==> config.mk <==
export PLATFORM = sky130hd
export DESIGN_NAME = pool_window_gen
export DESIGN_NICKNAME = d
export VERILOG_FILES = /design/src/rtl/pool_pkg.sv /design/src/rtl/pool_line_mem.sv /design/src/rtl/pool_window_gen.sv
export SDC_FILE = /design/constraint.sdc
export NUM_CORES = 1
export LEC_CHECK = 0
export CORE_ASPECT_RATIO = 0.7
export CORE_UTILIZATION = 57
export CTS_BUF_LIST = sky130_fd_sc_hd__clkbuf_16
export DETAILED_ROUTE_END_ITERATION = 16
export PLACE_DENSITY_LB_ADDON = 0.25
export SKIP_LAST_GASP = 1
export SYNTH_ARGS = -nofsm -noshare
export SYNTH_HDL_FRONTEND = slang
export SYNTH_SLANG_ARGS = --single-unit
==> constraint.sdc <==
create_clock -name clk -period 8.9 [get_ports clk]
set_input_delay 1.335 -clock clk [delete_from_list [all_inputs] [get_ports clk]]
set_output_delay 1.335 -clock clk [all_outputs]
set_load 0.01 [all_outputs]
==> src/rtl/pool_pkg.sv <==
// Shared definitions for the 2x2/stride-2 pooling window generator.
// The max2 helper is only used when POOL_WINDOW_MAX_EN is defined.
package pool_pkg;

    localparam int DEF_DATA_W = 17;
    localparam int MAX_W      = 64;

    function automatic int lane_off(input int lane, input int width);
        return lane * width;
    endfunction

    // Operands are sign-extended to MAX_W by the caller.
    function automatic logic signed [MAX_W-1:0] max2(input logic signed [MAX_W-1:0] x,
                                                     input logic signed [MAX_W-1:0] y);
        return (x > y) ? x : y;
    endfunction

endpackage

==> src/rtl/pool_line_mem.sv <==
// One-row line buffer: single write port, two asynchronous read ports.
// Contents are not reset; every slot is rewritten on each even row before it is read.
module pool_line_mem
    import pool_pkg::*;
#(
    parameter int W     = DEF_DATA_W,
    parameter int DEPTH = 28,
    parameter int AW    = (DEPTH > 1) ? $clog2(DEPTH) : 1
) (
    input  logic          clk,
    input  logic          i_we,
    input  logic [AW-1:0] i_waddr,
    input  logic [W-1:0]  i_wdata,
    input  logic [AW-1:0] i_raddr0,
    input  logic [AW-1:0] i_raddr1,
    output logic [W-1:0]  o_rdata0,
    output logic [W-1:0]  o_rdata1
);

    logic [W-1:0] r_mem [DEPTH];

    always_ff @(posedge clk) begin
        if (i_we) r_mem[i_waddr] <= i_wdata;
    end

    assign o_rdata0 = r_mem[i_raddr0];
    assign o_rdata1 = r_mem[i_raddr1];

endmodule

==> src/rtl/pool_window_gen.sv <==
// 2x2/stride-2 pooling window generator over a raster stream of CH lanes.
// Define POOL_WINDOW_MAX_EN to add out_max, the registered per-lane signed max of the window.
module pool_window_gen
    import pool_pkg::*;
#(
    parameter int DATA_W = DEF_DATA_W,
    parameter int CH     = 1,
    parameter int IMG_W  = 28,
    parameter int IMG_H  = 28
) (
    input  logic                 clk,
    input  logic                 reset,
    input  logic                 clear,
    input  logic                 in_valid,
    output logic                 in_ready,
    input  logic [CH*DATA_W-1:0] in_data,
    output logic                 out_valid,
    input  logic                 out_ready,
    output logic [CH*DATA_W-1:0] out_a,
    output logic [CH*DATA_W-1:0] out_b,
    output logic [CH*DATA_W-1:0] out_c,
    output logic [CH*DATA_W-1:0] out_d,
    output logic                 out_last
`ifdef POOL_WINDOW_MAX_EN
   ,output logic [CH*DATA_W-1:0] out_max
`endif
);

    localparam int LW = CH * DATA_W;
    localparam int CW = (IMG_W > 1) ? $clog2(IMG_W) : 1;
    localparam int RW = (IMG_H > 1) ? $clog2(IMG_H) : 1;

    if ((IMG_W % 2) != 0 || (IMG_H % 2) != 0 || IMG_W < 2 || IMG_H < 2) begin : g_bad_dims
        $error("pool_window_gen: IMG_W and IMG_H must be even and >= 2");
    end

    logic [CW-1:0] r_col;
    logic [RW-1:0] r_row;
    logic [LW-1:0] r_left, r_a, r_b, r_c, r_d;
    logic          r_out_valid, r_last;

    logic          w_accept, w_col_end, w_row_end, w_pair, w_lb_we;
    logic [CW-1:0] w_col_m1;
    logic [LW-1:0] w_lb_left, w_lb_right;

    assign in_ready  = !r_out_valid || out_ready;
    assign w_accept  = in_valid && in_ready;
    assign w_col_end = (r_col == CW'(IMG_W - 1));
    assign w_row_end = (r_row == RW'(IMG_H - 1));
    assign w_pair    = r_row[0] && r_col[0];
    assign w_col_m1  = r_col - CW'(1);
    assign w_lb_we   = w_accept && !r_row[0] && !clear;

    pool_line_mem #(.W(LW), .DEPTH(IMG_W), .AW(CW)) u_line (
        .clk      (clk),
        .i_we     (w_lb_we),
        .i_waddr  (r_col),
        .i_wdata  (in_data),
        .i_raddr0 (w_col_m1),
        .i_raddr1 (r_col),
        .o_rdata0 (w_lb_left),
        .o_rdata1 (w_lb_right)
    );

`ifdef POOL_WINDOW_MAX_EN
    logic [LW-1:0] w_max, r_max;

    for (genvar k = 0; k < CH; k++) begin : g_max
        localparam int O = lane_off(k, DATA_W);
        logic signed [MAX_W-1:0] w_sa, w_sb, w_sc, w_sd;
        assign w_sa = MAX_W'(signed'(w_lb_left[O +: DATA_W]));
        assign w_sb = MAX_W'(signed'(w_lb_right[O +: DATA_W]));
        assign w_sc = MAX_W'(signed'(r_left[O +: DATA_W]));
        assign w_sd = MAX_W'(signed'(in_data[O +: DATA_W]));
        assign w_max[O +: DATA_W] = DATA_W'(max2(max2(w_sa, w_sb), max2(w_sc, w_sd)));
    end

    always_ff @(posedge clk or posedge reset) begin
        if (reset)                                r_max <= '0;
        else if (!clear && w_accept && w_pair)    r_max <= w_max;
    end

    assign out_max = r_max;
`endif

    // clear outranks both the input accept and the output handshake.
    always_ff @(posedge clk or posedge reset) begin
        if (reset) begin
            r_col       <= '0;
            r_row       <= '0;
            r_left      <= '0;
            r_a         <= '0;
            r_b         <= '0;
            r_c         <= '0;
            r_d         <= '0;
            r_out_valid <= 1'b0;
            r_last      <= 1'b0;
        end else if (clear) begin
            r_col       <= '0;
            r_row       <= '0;
            r_out_valid <= 1'b0;
            r_last      <= 1'b0;
        end else begin
            if (r_out_valid && out_ready) r_out_valid <= 1'b0;
            if (w_accept) begin
                r_col <= w_col_end ? '0 : r_col + CW'(1);
                if (w_col_end) r_row <= w_row_end ? '0 : r_row + RW'(1);
                if (r_row[0] && !r_col[0]) r_left <= in_data;
                if (w_pair) begin
                    r_a         <= w_lb_left;
                    r_b         <= w_lb_right;
                    r_c         <= r_left;
                    r_d         <= in_data;
                    r_out_valid <= 1'b1;
                    r_last      <= w_row_end && w_col_end;
                end
            end
        end
    end

    assign out_valid = r_out_valid;
    assign out_last  = r_last;
    assign out_a     = r_a;
    assign out_b     = r_b;
    assign out_c     = r_c;
    assign out_d     = r_d;

endmodule
==> impl_metrics.ini <==
[power]
power_density_mw_per_mm2 = 196
vdd_ir_drop_max_uv = 189
leakagePower_uw = 0.00971

[global_route]
grt_pass1_wl_um = 106000
globalRouteTotalUtil_pct = 31.3
grt_antenna_before_repair = 0
overflow = 0
grt_pass1_vias = 16000
grt_max_degree = 139

[cts]
postCtsHoldBufs = 0
path_clk_slew_ps = 70
numCtsBuffers = 54
clockBufferDepth = 3
worstSkewPairLatency_ps = 600
cts_tree = done
cts_resized = 0
htreeDepth = 2
clock-sinks = 573
cts_root_buffer = clkbuf_16
cts_setup_buffers = 0

[sta]
slew_headroom_pct = 13.7
max_freq_mhz = 217
fin_crit_sh_pct = 51.8
rsz0062_at_grt = false
setup_viol = 0
final_hold_viol_count = 0
drv_slew = 0
worst_slew_pin_slew_ps = 1290
period_needed_ps = 4610
setup_tns_ps = 0
finClkSkew_ps = 13.7

[critical_path]
cp_slowest_stage_delay_ps = 980
crit_arrival_ps = 5060
cp_max_fo = 138
crit_family = buffers and inverters
reg2reg_slack_ps = 4290
slowest_stage = dfrtp_4
crit_type = flop to flop
cp-end-kind = flop
timing.rr.end = out_a[8]
reg2reg_depth = 8
required_ps = 9350
cp_num_buf_inv = 2
startpoint_type = flop
cp_cell_sequence = clkinv_1 -> ha_4 -> buf_12 -> mux4_2 -> o21ai_0 -> nand2_1 -> a31oi_1 -> o31ai_1
crit-reg2reg-launch = r_col[0]

[placement]
gp_congestion = 0.890
dpl_cell_area_mm2 = 0.0275
port_buffers = 92
hpwlAfterDp_um = 44600

[final_layout]
area_delta_synth_final_pct = 12.8
final_util_pct = 66.0
nets = 1688
num_antenna_cells = 0
drive_above_1_share_pct = 24.9
fin_area_mm2 = 0.0292
fillCellCount = 3038

[drt]
wl_um = 71700
via_per_inst = 6.96
drtIter0Drc = 2015
drtPass1Iterations = 5
route.detailed.drc = 0
num_vias = 16000
antenna_left = 0
wl_per_cell_um = 31.2

[status]
outcome = completed

[logic_synthesis]
synth_seq_cells = 573
netlist_area_mm2 = 0.0259
synth_cell_type_count = 63
synthCells = 1567
yosys_warnings = 0
synth_top_area_share_pct = 55.1
syn_area_per_cell_um2 = 16.5
synthArstFlopShare_pct = 16.9
synth_edf_count = 476
syn_nets = 1595
netlist.top_cell.by_area = edfxtp_1
yosys_most_used_dff = edfxtp_1
synth-seq-area-share_pct = 64.5
synth_area_leaders = edfxtp_1, mux4_2, dfrtp_1

[hold_path]
hold_path_class = flop to flop
min_to = out_c[8]
min_path_cells = 2
hp-start = r_left[8]

[floorplan]
dieArea_mm2 = 0.0464
initial_core_util_pct = 58.5
core-area_mm2 = 0.0443
io_pins = 93
row_count = 64
die_y_um = 180
die-width_um = 257

[flow_run]
maxCapViolations = 0
[final cells by class]
cell class	count	area [um2]	share of cell area (%)
Clock buffer	57	1430	4.88
Clock inverter	45	299	1.02
Inverter	7	31.3	0.107
Multi-Input combinational cell	880	8680	29.7
Sequential cell	573	16700	57.2
Tap cell	594	743	2.54
Timing Repair Buffer	144	1320	4.53
[registers in the layout, indices dropped and copies added, names as in the netlist]
register,count
u_line.r_mem,476
out_a,17
out_b,17
out_c,17
out_d,17
r_left,17
r_col,5
r_row,5
out_last,1
out_valid,1
[through the flow]
step | hold slack [ps] | worst slack, ps | power (uW) | std cells
floorplan | 433 | 4970 | 3340 | 1567
global placement | 446 | 4240 | 3520 | 2198
detailed placement | 450 | 4210 | 3520 | 2198
CTS | 466 | 4390 | 5740 | 2300
global route | 495 | 4190 | 5870 | 2300
finish | 470 | 4290 | 5730 | 2300
[where the power goes]
part / switching [uW] / internal, uW / total [uW]
Combinational: 312 / 217 / 530
Sequential: 20.8 / 2920 / 2940
Clock: 992 / 1270 / 2260
[logic make-up after synthesis]
kind of cell,after synthesis,synth area share [%]
flip-flops,573,64.5
AND/OR/NAND/NOR,387,6.65
multiplexers,318,20.7
AO/OA/AOI/OAI,164,5.05
buffers and inverters,114,2.48
adder cells (fa/ha/maj),6,0.290
XOR/XNOR,5,0.299
[synthesized netlist by cell type (7+ instances only)]
cell       count
clkbuf_1      22
mux2_2        64
o32a_1        17
dfrtp_1       97
buf_4         14
nor2b_1       34
o21ai_0        7
nand2_1      192
mux4_2       169
a21oi_1       11
o311a_1       15
o31ai_2       10
o22ai_1       38
nor2_1        90
o2111ai_1     16
nand3_1       30
o211ai_1      16
mux2i_1       85
a211oi_1      15
buf_2         55
buf_6         12
nor3_1        13
edfxtp_1     476
[tightest hold or removal path: cells and delay by family, from the launching register on]
| kind | cells | cell delay (ps) |
|---|---|---|
| flip-flops | 1 | 340 |
| AND/OR/NAND/NOR | 2 | 100 |
[cells in the final DEF (no fill, tap or decap), types with 3 or more instances in the layout]
cell type / n
inv_1: 20
o32a_1: 17
clkbuf_16: 57
clkdlybuf4s50_1: 92
nor3_2: 9
a21oi_1: 11
nor2_2: 20
nor3_1: 5
o2111ai_1: 16
o311a_1: 15
nand2_1: 192
mux4_2: 169
o22ai_1: 38
nand3_1: 29
clkinv_1: 11
edfxtp_1: 476
inv_2: 3
dfrtp_1: 94
bufinv_16: 4
o211ai_1: 16
ha_1: 5
buf_4: 51
mux2_2: 64
nand4b_1: 4
o31ai_2: 10
nand2_2: 4
nor2_1: 70
mux2i_1: 85
o21ai_0: 7
nor2b_1: 34
clkinv_2: 9
nand4_1: 3
o31ai_1: 6
a211oi_1: 15
[layer usage]
layer / track usage (%) / vias to the layer above / wire (um)
li1: - / 6434 / -
met1: 44.9 / 8306 / 28200
met2: 46.9 / 1085 / 32500
met3: 7.83 / 184 / 8350
met4: 11.3 / 0 / 2600
met5: 0 / - / 0
[how the worst max path moves through the flow]
| stage | start | endpoint | slack [ps] | cells after the start |
|---|---|---|---|---|
| final | r_col[0] | out_a[8] | 4290 | 8 |
| after floorplan | out_ready | u_line.r_mem[6][0] | 4970 | 6 |
| after detailed placement | out_ready | u_line.r_mem[0][11] | 4210 | 7 |
| after global routing | r_col[0] | out_a[8] | 4190 | 7 |
| after CTS | r_col[0] | out_a[8] | 4390 | 8 |
| after global placement | out_ready | u_line.r_mem[0][14] | 4240 | 7 |
Note: power is estimated with default switching activity, not from simulation.
